File: src/rtl/esdi_pkg.sv
// Shared definitions for the ESDI serial command/status channel blocks.
// State encoding, frame geometry and the odd-parity helper used on both directions.
package esdi_pkg;

    localparam int ESDI_FRAME_BITS = 17;
    localparam int ESDI_WORD_BITS  = 16;

    typedef enum logic [2:0] {
        ST_IDLE,
        ST_C_SETUP,
        ST_C_REQ,
        ST_C_REL,
        ST_WAIT_CC,
        ST_S_REQ,
        ST_S_REL,
        ST_DONE
    } esdi_state_t;

    // Parity bit that makes {word, bit} contain an odd number of ones.
    function automatic logic odd_parity(input logic [ESDI_WORD_BITS-1:0] word);
        return ~^word;
    endfunction

endpackage

File: src/rtl/esdi_sync.sv
// Single-bit multi-flop synchronizer for asynchronous drive inputs.
// Cleared by the synchronous active-low reset so stale drive levels never leak past reset.
module esdi_sync #(
    parameter int STAGES = 2
) (
    input  logic aclk,
    input  logic aresetn,
    input  logic d,
    output logic q
);

    logic [STAGES-1:0] sync_q;

    always_ff @(posedge aclk) begin
        if (!aresetn) begin
            sync_q <= '0;
        end else begin
            sync_q[0] <= d;
            for (int i = 1; i < STAGES; i++) begin
                sync_q[i] <= sync_q[i-1];
            end
        end
    end

    assign q = sync_q[STAGES-1];

endmodule

File: src/rtl/esdi_serial_cmd_ctrl.sv
// ESDI serial command/status sequencer: shifts a 17-bit command frame out with a
// req/ack handshake, waits for command complete, optionally reads a 17-bit status frame.
module esdi_serial_cmd_ctrl #(
    parameter int SYNC_STAGES    = 2,
    parameter int SETUP_CYCLES   = 4,
    parameter int TIMEOUT_CYCLES = 1000000
) (
    input  logic        aclk,
    input  logic        aresetn,
    input  logic        cmd_valid,
    output logic        cmd_ready,
    input  logic [15:0] cmd_word,
    input  logic        cmd_expect_status,
    output logic        rsp_valid,
    output logic [15:0] rsp_data,
    output logic        rsp_parity_err,
    output logic        rsp_timeout,
    output logic        busy,
    output logic        esdi_transfer_req,
    output logic        esdi_command_data,
    input  logic        esdi_transfer_ack,
    input  logic        esdi_confstat_data,
    input  logic        esdi_command_complete
);

    import esdi_pkg::*;

    localparam int TO_W = $clog2(TIMEOUT_CYCLES + 1);
    localparam int SU_W = $clog2(SETUP_CYCLES + 1);
    localparam logic [TO_W-1:0] TO_LAST  = TO_W'(TIMEOUT_CYCLES - 1);
    localparam logic [SU_W-1:0] SU_LAST  = SU_W'(SETUP_CYCLES - 1);
    localparam logic [4:0]      BIT_LAST = 5'(ESDI_WORD_BITS);

    esdi_state_t state, next_state;

    logic ack_s, conf_s, cc_s;
    logic in_wait, timeout_hit;

    logic [ESDI_FRAME_BITS-1:0] cmd_sreg;
    logic [ESDI_FRAME_BITS-1:0] st_sreg;
    logic [4:0]                 bit_cnt;
    logic [SU_W-1:0]            setup_cnt;
    logic [TO_W-1:0]            to_cnt;
    logic                       cc_seen_low;
    logic                       expect_q;
    logic                       rsp_valid_q;
    logic [15:0]                rsp_data_q;
    logic                       rsp_parity_err_q;
    logic                       rsp_timeout_q;

    esdi_sync #(.STAGES(SYNC_STAGES)) u_sync_ack (
        .aclk    (aclk),
        .aresetn (aresetn),
        .d       (esdi_transfer_ack),
        .q       (ack_s)
    );

    esdi_sync #(.STAGES(SYNC_STAGES)) u_sync_conf (
        .aclk    (aclk),
        .aresetn (aresetn),
        .d       (esdi_confstat_data),
        .q       (conf_s)
    );

    esdi_sync #(.STAGES(SYNC_STAGES)) u_sync_cc (
        .aclk    (aclk),
        .aresetn (aresetn),
        .d       (esdi_command_complete),
        .q       (cc_s)
    );

    assign in_wait = state inside {ST_C_REQ, ST_C_REL, ST_WAIT_CC, ST_S_REQ, ST_S_REL};

    always_ff @(posedge aclk) begin
        if (!aresetn) begin
            state <= ST_IDLE;
        end else begin
            state <= next_state;
        end
    end

    // A timeout in any wait state overrides the normal handshake transition.
    always_comb begin
        next_state  = state;
        timeout_hit = 1'b0;
        case (state)
            ST_IDLE:    if (cmd_valid) next_state = ST_C_SETUP;
            ST_C_SETUP: if (setup_cnt == SU_LAST) next_state = ST_C_REQ;
            ST_C_REQ:   if (ack_s) next_state = ST_C_REL;
            ST_C_REL:   if (!ack_s) next_state = (bit_cnt == 5'd0) ? ST_WAIT_CC : ST_C_SETUP;
            ST_WAIT_CC: if (cc_seen_low && cc_s) next_state = expect_q ? ST_S_REQ : ST_DONE;
            ST_S_REQ:   if (ack_s) next_state = ST_S_REL;
            ST_S_REL:   if (!ack_s) next_state = (bit_cnt == 5'd0) ? ST_DONE : ST_S_REQ;
            ST_DONE:    next_state = ST_IDLE;
            default:    next_state = ST_IDLE;
        endcase
        if (in_wait && to_cnt == TO_LAST) begin
            timeout_hit = 1'b1;
            next_state  = ST_IDLE;
        end
    end

    always_ff @(posedge aclk) begin
        if (!aresetn) begin
            cmd_sreg         <= '0;
            st_sreg          <= '0;
            bit_cnt          <= '0;
            setup_cnt        <= '0;
            to_cnt           <= '0;
            cc_seen_low      <= 1'b0;
            expect_q         <= 1'b0;
            rsp_valid_q      <= 1'b0;
            rsp_data_q       <= '0;
            rsp_parity_err_q <= 1'b0;
            rsp_timeout_q    <= 1'b0;
        end else begin
            rsp_valid_q <= 1'b0;

            if (state == ST_C_SETUP && next_state == ST_C_SETUP) begin
                setup_cnt <= setup_cnt + SU_W'(1);
            end else begin
                setup_cnt <= '0;
            end

            if (next_state != state) begin
                to_cnt <= '0;
            end else if (in_wait) begin
                to_cnt <= to_cnt + TO_W'(1);
            end

            if (state != ST_IDLE && !cc_s) begin
                cc_seen_low <= 1'b1;
            end

            case (state)
                ST_IDLE: begin
                    if (cmd_valid) begin
                        cmd_sreg         <= {cmd_word, odd_parity(cmd_word)};
                        st_sreg          <= '0;
                        bit_cnt          <= BIT_LAST;
                        cc_seen_low      <= 1'b0;
                        expect_q         <= cmd_expect_status;
                        rsp_data_q       <= '0;
                        rsp_parity_err_q <= 1'b0;
                        rsp_timeout_q    <= 1'b0;
                    end
                end
                ST_C_REL: begin
                    if (next_state == ST_C_SETUP) begin
                        cmd_sreg <= {cmd_sreg[ESDI_FRAME_BITS-2:0], 1'b0};
                        bit_cnt  <= bit_cnt - 5'd1;
                    end
                end
                ST_WAIT_CC: begin
                    if (next_state == ST_S_REQ) bit_cnt <= BIT_LAST;
                end
                ST_S_REQ: begin
                    if (next_state == ST_S_REL) begin
                        st_sreg <= {st_sreg[ESDI_FRAME_BITS-2:0], conf_s};
                    end
                end
                ST_S_REL: begin
                    if (next_state == ST_S_REQ) bit_cnt <= bit_cnt - 5'd1;
                end
                default: ;
            endcase

            // The command MSB is the serial data line, so clearing the frame drops it.
            if (state != ST_IDLE && next_state == ST_IDLE) begin
                cmd_sreg <= '0;
            end

            if (next_state == ST_DONE) begin
                rsp_valid_q      <= 1'b1;
                rsp_data_q       <= st_sreg[ESDI_FRAME_BITS-1:1];
                rsp_parity_err_q <= expect_q & ~(^st_sreg);
            end

            if (timeout_hit) begin
                rsp_valid_q   <= 1'b1;
                rsp_timeout_q <= 1'b1;
            end
        end
    end

    assign cmd_ready         = (state == ST_IDLE);
    assign busy              = (state != ST_IDLE);
    assign esdi_transfer_req = (state == ST_C_REQ) || (state == ST_S_REQ);
    assign esdi_command_data = cmd_sreg[ESDI_FRAME_BITS-1];
    assign rsp_valid         = rsp_valid_q;
    assign rsp_data          = rsp_data_q;
    assign rsp_parity_err    = rsp_parity_err_q;
    assign rsp_timeout       = rsp_timeout_q;

endmodule
File: config.mk
export PLATFORM = sky130hd
export DESIGN_NAME = esdi_serial_cmd_ctrl
export DESIGN_NICKNAME = d
export VERILOG_FILES = /design/src/rtl/esdi_pkg.sv /design/src/rtl/esdi_sync.sv /design/src/rtl/esdi_serial_cmd_ctrl.sv
export SDC_FILE = /design/constraint.sdc
export NUM_CORES = 1
export LEC_CHECK = 0
export ABC_AREA = 1
export BUFFER_PORTS_ARGS = -buffer_cell sky130_fd_sc_hd__buf_2
export CORE_MARGIN = 3
export CORE_UTILIZATION = 47
export CTS_BUF_LIST = sky130_fd_sc_hd__clkbuf_4 sky130_fd_sc_hd__clkbuf_8
export CTS_CLUSTER_SIZE = 14
export DETAILED_ROUTE_END_ITERATION = 10
export GPL_TIMING_DRIVEN = 0
export PLACE_DENSITY = 0.75
export SYNTH_ARGS = -nofsm -noshare
export SYNTH_HDL_FRONTEND = slang
export SYNTH_SLANG_ARGS = --single-unit
File: constraint.sdc
create_clock -name aclk -period 1.7 [get_ports aclk]
set_input_delay 0.17 -clock aclk [delete_from_list [all_inputs] [get_ports aclk]]
set_output_delay 0.17 -clock aclk [all_outputs]
set_load 0.1 [all_outputs]
Yosys cells after proc, flatten, opt, wreduce, memory -nomap -nowiden --
Index checks and enable logic that the tools add are counted.
Storage, ports and cells: bits in registers 92, input port bits 23, output and inout port bits 23, logic and storage cells 106
Operators by class: add/subtract/negate cells 3, equal/unequal tests 19, mux-type cells 36, bitwise gates (word level) 3, reduce and logical (&&, ||, !) cells 30
Operators with widths (count):
- 2-to-1 mux 17 bit | 4
- one-hot mux 17 bit (2 select lines) | 2
- 2-to-1 mux 16 bit | 3
- 2-to-1 mux 3 bit | 9
- one-hot mux 3 bit (8 select lines) | 1
- equality test 3 bit, second input constant | 7
- adder 20 x 1 -> 20 bit, second input constant | 1
- equality test 20 bit, second input constant | 1
- 2-to-1 mux 5 bit | 4
- one-hot mux 5 bit (4 select lines) | 1
- parity 17 bit | 1
- XNOR reduction 16 bit | 1
- nonzero test 2 bit | 6
- 2-to-1 mux 1 bit | 10
- equality test 3 x 2 -> 1 bit, second input constant | 3
- AND reduction 2 bit | 4
- equality test 3 x 1 -> 1 bit, second input constant | 2
- logical NOT 3 bit | 2
- inequality test 2 x 1 -> 1 bit, second input constant | 3
- AND reduction 3 bit | 2
- logical AND 1 bit | 5
- logical NOT 5 bit | 1
- AND reduction 5 bit | 1
- nonzero test 5 bit | 1
- 12 further kinds | 16

Logic depth before layout (Yosys ltp) --
Gate-level depths: netlist of the first run.
depth after elaboration 8, mapped depth 17, mapped depth without buffers 17

Cells and area by module --
From an unflattened synthesis of the first run, not the netlist that was laid out.
Unflattened totals: cells, all modules 692, area total of the unflattened synthesis 4667.0 µm²
By module, submodules not included:
- esdi_serial_cmd_ctrl | times used 1, cells each 674, area an instance 4501.8 µm², sequential area each 1721.7 µm²
- esdi_sync | times used 3, cells each 6, area an instance 55.1 µm², sequential area each 40.0 µm²

Worst setup path after synthesis of the first run --
Ideal clock, no wire load.
path kind reg2reg, start register state[0], end register cmd_sreg[16], setup time 66 ps, data arrival time 2683 ps, data required time 1634 ps, slack -1049 ps, stages on the path, launching flop included 14, path buffers 2, clock period less this slack 2749 ps, path through dfxtp_1 > buf_4 > inv_2 > nand3_2 > inv_2 > nand2_2 > nand2_2 > nor2_8 > nand3_4 > nand2_4 > inv_4 > buf_6 > nand2_2 > a21oi_2
Between the ends: elaborated cells on any way between the ends 29, those cells by class eq/ne (10); mux (10); reduce/logical (9)
RTL lines:
- start, declared | line esdi_serial_cmd_ctrl.sv:34 | esdi_state_t state, next_state;
- start signal, assigned | line esdi_serial_cmd_ctrl.sv:78 | state <= next_state;
- nonzero test 3 bit
- via busy | line esdi_serial_cmd_ctrl.sv:18 | output logic busy,
- logical AND 1 bit | line esdi_serial_cmd_ctrl.sv:169 | if (state != ST_IDLE && next_state == ST_IDLE) begin
- OR reduction 2 bit (no line)
- end signal, assigned | line esdi_serial_cmd_ctrl.sv:138 | cmd_sreg <= {cmd_word, odd_parity(cmd_word)};
- end signal, assigned | line esdi_serial_cmd_ctrl.sv:150 | cmd_sreg <= {cmd_sreg[ESDI_FRAME_BITS-2:0], 1'b0};
- end, declared | line esdi_serial_cmd_ctrl.sv:39 | logic [ESDI_FRAME_BITS-1:0] cmd_sreg;
The timed path passes the listed nets, and every way through them passes these cells. A chain may end at the register's enable or synchronous reset.

Final worst setup path of the first run --
start register state[1], end register to_cnt[1]
Between the ends: longest elaborated chain between the ends 6, elaborated cells on any way between the ends 21, those cells by class eq/ne (8); mux (9); reduce/logical (4)
Ends and longest elaborated chain:
- equality test 3 x 2 -> 1 bit / equality test 3 bit (equally long branches) | line esdi_serial_cmd_ctrl.sv:72, esdi_serial_cmd_ctrl.sv:86
- nonzero test 5 bit | line esdi_serial_cmd_ctrl.sv:72 | assign in_wait = state inside {ST_C_REQ, ST_C_REL, ST_WAIT_CC, ST_S_REQ, ST_S_REL};
- logical AND 1 bit | line esdi_serial_cmd_ctrl.sv:97 | if (in_wait && to_cnt == TO_LAST) begin
- 2-to-1 mux 3 bit | line esdi_serial_cmd_ctrl.sv:97
- inequality test 3 bit | line esdi_serial_cmd_ctrl.sv:125 | if (next_state != state) begin
- OR reduction 2 bit (no line)
- end signal, assigned | line esdi_serial_cmd_ctrl.sv:128 | to_cnt <= to_cnt + TO_W'(1);
- end, declared | line esdi_serial_cmd_ctrl.sv:43 | logic [TO_W-1:0] to_cnt;
Parallel ways exist; a longest one is shown, timed or not.

==> results of run 1 <==
==> worst paths after layout <==
check | slack, ns | start | to
worst min register to register | 0.40 | setup_cnt[0] | setup_cnt[0]
worst min-delay path | 0.14 | cmd_expect_status | expect_q
worst max register to register | -0.26 | state[1] | to_cnt[1]
worst max-delay path | -0.26 | state[1] | to_cnt[1]
==> layout by cell type (no fill, tap or decap), types with 4 or more instances in the layout <==
master,instances
buf_4,37
nor2_1,62
inv_1,33
nand2_2,30
clkbuf_1,6
nand3_2,4
nor2_2,17
inv_8,5
nand2_8,6
dfxtp_2,11
buf_2,42
o21ai_1,5
a21oi_2,41
nand3_1,19
or2_2,4
o21ai_0,12
inv_2,9
buf_12,4
nand2_4,12
dfxtp_4,5
nor2_4,11
nand4_1,9
xnor2_1,20
nand3_4,7
dfxtp_1,76
a21oi_1,18
buf_6,21
clkbuf_8,9
o21ai_2,5
xor2_1,20
nand2_1,158
==> cell type report <==
type	instances	area (µm²)	share of cell area, %
multi-input cells	485	3120	47.6
flip-flops and latches	92	1870	28.6
repair buffers	100	753	11.5
inverters	53	262	3.99
plain buffers	19	181	2.77
well taps	133	166	2.54
clock buffers	9	124	1.89
clock inverters	6	77.6	1.18
==> worst max-delay path, stage by stage (launching register included) <==
cell and delay, ns:
dfxtp_4 0.47, nand2_8 0.10, nor2_8 0.13, buf_4 0.14, nand2_1 0.10, nand3_2 0.13
nand3_4 0.10, nand2_1 0.10, nand2_2 0.08, nor2_4 0.13, nand3_4 0.12, buf_6 0.19
a21oi_2 0.11
==> kinds of logic (layout without fill, tap and decap cells) <==
group,count (synthesis),count (layout),share of synthesized area (%)
simple gates,354,354,34.6
flops,92,92,38.4
compound gates,85,85,10.8
buf+inv,74,187,7.43
xor+xnor,41,41,7.49
fa+ha+maj,5,5,1.30
==> power by group through the flow <==
| stage | Combinational, µW | Clock (µW) | Sequential [µW] |
|---|---|---|---|
| 3_5_place_dp | 771 | 0 | 2360 |
| 4_1_cts | 911 | 1520 | 2310 |
| 6_report | 1040 | 1530 | 2330 |
| 5_1_grt | 1130 | 1610 | 2340 |
| 3_3_place_gp | 748 | 0 | 2360 |
| 2_1_floorplan | 616 | 0 | 2350 |
==> Yosys cell counts (3+ instances only) <==
| cell type | number | share of area [%] |
|---|---|---|
| nand2_1 | 183 | 14 |
| dfxtp_1 | 92 | 38 |
| nor2_1 | 82 | 6.4 |
| a21oi_1 | 42 | 4.4 |
| inv_1 | 38 | 3.0 |
| nand3_1 | 27 | 2.8 |
| xor2_1 | 21 | 3.8 |
| xnor2_1 | 20 | 3.7 |
| a21oi_2 | 19 | 3.5 |
| o21ai_0 | 19 | 2.0 |
| nand2_2 | 17 | 2.2 |
| nand4_1 | 9 | 1.2 |
| inv_2 | 8 | 0.63 |
| clkbuf_1 | 6 | 0.47 |
| inv_4 | 6 | 0.78 |
| nand2_4 | 6 | 1.4 |
| buf_6 | 5 | 1.2 |
| ha_1 | 5 | 1.3 |
| nor2_4 | 5 | 1.2 |
| or2_2 | 4 | 0.52 |
| buf_1 | 3 | 0.23 |
| buf_2 | 3 | 0.31 |
| buf_4 | 3 | 0.47 |
| nor2_2 | 3 | 0.39 |
| nor2_8 | 3 | 1.3 |
| nor3_1 | 3 | 0.31 |
| nor3_2 | 3 | 0.63 |
| o21ai_1 | 3 | 0.31 |
==> state kept, by name (all words and copies together) (netlist names), 2 cells and up <==
| register | flops |
|---|---|
| state | 3 |
| st_sreg | 17 |
| rsp_data | 16 |
| u_sync_conf.sync_q | 2 |
| bit_cnt | 5 |
| setup_cnt | 3 |
| u_sync_cc.sync_q | 2 |
| u_sync_ack.sync_q | 2 |
| to_cnt | 20 |
| cmd_sreg | 17 |
==> timing repair <==
action,in CTS,in global routing
endpoints found under the hold margin,3,0
pin swaps,39,36
hold buffers,3,0
gates cloned,3,1
endpoints found under the setup margin,79,79
gates resized for setup,118,79
setup buffers,32,17
==> per-stage QoR <==
| step | total power [µW] | cells |
|---|---|---|
| 2_1_floorplan | 2970 | 651 |
| 3_5_place_dp | 3130 | 828 |
| 3_3_place_gp | 3100 | 828 |
| 6_report | 4900 | 897 |
| 4_1_cts | 4740 | 880 |
| 5_1_grt | 5080 | 897 |
==> routing by layer <==
layer / part of all wire, % / wire length, µm
met1: 42 / 5700
met2: 49 / 6750
met3: 5.5 / 756
met4: 3.4 / 471
met5: 0 / 0
==> impl_metrics.toml, run 1 <==
[sta]
rsz0062_at_grt = "true"
setup_viol = 76
tns_ns = -16.21
finalWorstSetupSlack_ns = -0.264
fmax_mhz = 509
slew_viol_final = 0
hold_slack_ns = 0.142
fin_crit_ns = 1.96
skew_ns = 0.0227
hold_viol = 0
worst_pin_slew_ns = 0.765
max_slew_margin_pct = 49.0
post-route-period-util_pct = 116

[power]
power_frac_seq_pct = 47.5
pwr-share-comb_pct = 21.2
ir_drop_mv = 0.540
internal_power_uw = 3350
leakage_uw = 0.00274
switching_power_uw = 1550
power_density_nw_per_um2 = 747
switching_share_pct = 31.7
pwr-share-clk_pct = 31.3

[clocking]
cts.sinks = 92
root_buffer = "clkbuf_8"
clk_pin_slew_ns = 0.09
insertion_delay_ns = 0.38
htreeDepth = 3
cts_buffers = 9
clock_path_buffers = 2
cts_tree = "built"

[synthesis]
synth_warnings = 0
synth.avg_cell_area_um2 = 7.37
syn_area_um2 = 4800
syn_nets = 679
yosysSeqAreaShare_pct = 38.4
synth_edf_count = 0
synth_flop_cell = "dfxtp_1"
synthArstFlopShare_pct = 0
ys_ff_latch = 92
ys_types = 38
netlist_instances = 651

[floorplanning]
die-width_um = 107
start_util_pct = 48.6
fp.dieH_um = 107
top_level_ports = 46
num_rows = 36
dieArea_um2 = 11500
coreArea_um2 = 9860

[global_route]
grt_usage_pct = 21.6
use_met2_pct = 35.3
met3_usage_pct = 4.27
grt_max_degree = 17
overflow = 0
busiest_layer = "met2"
grt_pass1_vias = 4398
antenna_found_initial = 0
grt_use_met1_pct = 28.5
grt_pass1_wl_um = 20300

[placed_design]
io_buffers = 44
routabilityCongestion = 0.927
pre_cts_ws_ns = -0.419
place_area_um2 = 5260
place_hpwl_um = 7670

[routing]
viasPerCell = 5.31
totalWireLength_um = 13700
drc = 0
drtIter0Drc = 324
final_antenna_net_count = 0
vias = 4761
wl_per_cell_um = 15.2
first_pass_iters = 5

[finish]
layout.nets = 788
layout-drive-gt1-share_pct = 40.8
num_antenna_cells = 0
finalInstanceArea_um2 = 6560
area_delta_synth_final_pct = 36.8
post-route-util_pct = 66.5
n_fill_cell = 684

[job]
maxCapViolations = 0

[worst_setup_path]
startpoint_type = "flip-flop"
path_max_fanout = 5
reg2reg_depth = 12
critPathKind = "reg -> reg"
cp.required_ns = 2.01
crit_path_end_kind = "flip-flop"
cp.arrival_ns = 2.27

[hold_path]
hp-class = "in -> reg"
min_path_cells = 3

[run_status]
violations = "setup timing"
status = "complete, but fails checks"
Power figures use the tool's default switching activity.
==> inputs of run 2 (changes only) <==
Settings changed: CORE_MARGIN 3 to 4.
==> run 2 against run 1 <==
The flow still finishes with violations (setup timing). Clock power decreased by 8%. Wire length increased by 1.7%. Fmax about the same. Flip-flop and latch count unchanged. Combinational power about the same. Global-route usage decreased by 0.079 points. Via count increased by 0.21%. Critical path type unchanged. Largest power group unchanged.
==> impl_metrics.toml, run 2 (synthesized netlist as in run 1, its figures left out) <==
[run_status]
violations = "setup timing"
status = "complete, but fails checks"

[clocking]
insertion_delay_ns = 0.37
clock_path_buffers = 2
cts_buffers = 9
root_buffer = "clkbuf_8"
cts_tree = "built"
clk_pin_slew_ns = 0.10
htreeDepth = 3
cts.sinks = 92

[hold_path]
hp-class = "in -> reg"

[routing]
final_antenna_net_count = 0
vias = 4771
wl_per_cell_um = 15.4
drtIter0Drc = 411
first_pass_iters = 5
totalWireLength_um = 13900
drc = 0
viasPerCell = 5.27

[global_route]
antenna_found_initial = 0
grt_pass1_vias = 4493
overflow = 0
grt_pass1_wl_um = 20700
grt_usage_pct = 21.5
grt_max_degree = 18

[sta]
fin_crit_ns = 1.97
post-route-period-util_pct = 116
slew_viol_final = 0
skew_ns = 0.0109
rsz0062_at_grt = "true"
fmax_mhz = 509
hold_slack_ns = 0.124
setup_viol = 76
max_slew_margin_pct = 51.2
finalWorstSetupSlack_ns = -0.266
worst_pin_slew_ns = 0.732
hold_viol = 0

[finish]
n_fill_cell = 680
largest_register_ffs = 20
layout-drive-gt1-share_pct = 44.9
regMostFlops = "to_cnt"
mostFrequentLayoutCell = "nand2_1"
area_delta_synth_final_pct = 41.1
layout_common_cells = "nand2_1, dfxtp_1, nor2_1"
num_antenna_cells = 0
layout.nets = 795
reg_top3 = "to_cnt x20, cmd_sreg x17, st_sreg x17"
multi_input_area_um2 = 3260
ff_latch_area_um2 = 1880

[worst_setup_path]
path_buf_inv = 2
cp_top_family = "simple AND/OR/NAND/NOR gates"
crit_path_end_kind = "flip-flop"
path_max_fanout = 7
path_cells = "nand2_8 -> nand2_8 -> nor2_1 -> nor2_2 -> nand2_2 -> nor2_4 -> nor2_8 -> nand2_4 -> inv_8 -> nor2_8 -> buf_6 -> nand2_2 -> a21oi_1"
critPathSlowestCell = "dfxtp_4"
startpoint_type = "flip-flop"
critPathKind = "reg -> reg"
cp.required_ns = 1.98
slowest_delay_ns = 0.48
cp.arrival_ns = 2.25

[floorplanning]
dieArea_um2 = 11900
coreArea_um2 = 9860
fp.dieH_um = 109
start_util_pct = 48.6
die-width_um = 109
top_level_ports = 46
num_rows = 36

[placed_design]
io_buffers = 44
pre_cts_ws_ns = -0.401
routabilityCongestion = 0.936
place_hpwl_um = 7890

[job]
maxCapViolations = 0

[power]
leakage_uw = 0.00287
power_density_nw_per_um2 = 710
ir_drop_mv = 0.575
## run 2: cell count changes in the layout (fill, tap and decap cells not counted), sizes merged
cell      delta
bufinv       -1
buf          +5
clkinvlp     -1
clkbuf       +2
inv          +3
## run 2: cell type report
class                      count  share of cell area [%]
timing repair buffer         107                    12.6
multi-input combinational    485                    48.1
buffer                        19                    2.48
tap                          133                    2.46
inverter                      53                    3.90
clock inverter                 7                   0.851
clock buffer                   9                    1.83
sequential                    92                    27.7
## run 2: report_power, final
group / switching [µW] / total [µW] / internal [µW]
Clock: 851 / 1400 / 552
Sequential: 94.9 / 2330 / 2230
Combinational: 615 / 1070 / 457
## run 2: metrics by stage
| stage | cells | utilization (%) | total power [µW] | cell area, µm² | TNS [ns] |
|---|---|---|---|---|---|
| 2_1_floorplan | 651 | - | 2970 | 4870 | -18.07 |
| 3_3_place_gp | 828 | 53.3 | 3100 | 5260 | -16.46 |
| 4_1_cts | 890 | 63.1 | 4660 | 6220 | -10.39 |
| 3_5_place_dp | 828 | 53.3 | 3130 | 5260 | -20.86 |
| 5_1_grt | 905 | 68.6 | 5000 | 6770 | -21.51 |
| 6_report | 905 | 68.6 | 4800 | 6770 | -16.90 |
## run 2: path summary, 6_finish.rpt
| path | start | cells after the start | slack [ns] | end |
|---|---|---|---|---|
| worst max-delay path | state[1] | 13 | -0.27 | rsp_data[8] |
| worst min-delay path | cmd_expect_status | 3 | 0.12 | expect_q |
| worst max register to register | state[1] | 13 | -0.27 | rsp_data[8] |
| worst min register to register | u_sync_ack.sync_q[0] | 2 | 0.43 | u_sync_ack.sync_q[1] |
## run 2: repair_timing
| item | CTS | global route |
|---|---|---|
| pin swaps | 45 | 48 |
| hold buffers | 3 | 0 |
| setup buffers | 41 | 13 |
| setup endpoints to repair | 79 | 77 |
| cloned | 2 | 4 |
| resized for setup | 124 | 112 |
| hold endpoints to repair | 3 | 0 |
## run 2: worst register-to-register path: stages, from the launching register on
cell and delay, ns:
dfxtp_4 0.48, nand2_8 0.10, nand2_8 0.10, nor2_1 0.07
nor2_2 0.13, nand2_2 0.09, nor2_4 0.15, nor2_8 0.07
nand2_4 0.10, inv_8 0.06, nor2_8 0.17, buf_6 0.17
nand2_2 0.05, a21oi_1 0.14
## run 2: per-layer routing
layer,track usage (%),routed length [µm],vias up
met3,5.09,701,50
li1,-,-,2291
met1,26.8,5590,2236
met2,37.5,7150,194
met5,0,0,-
met4,5.32,470,0
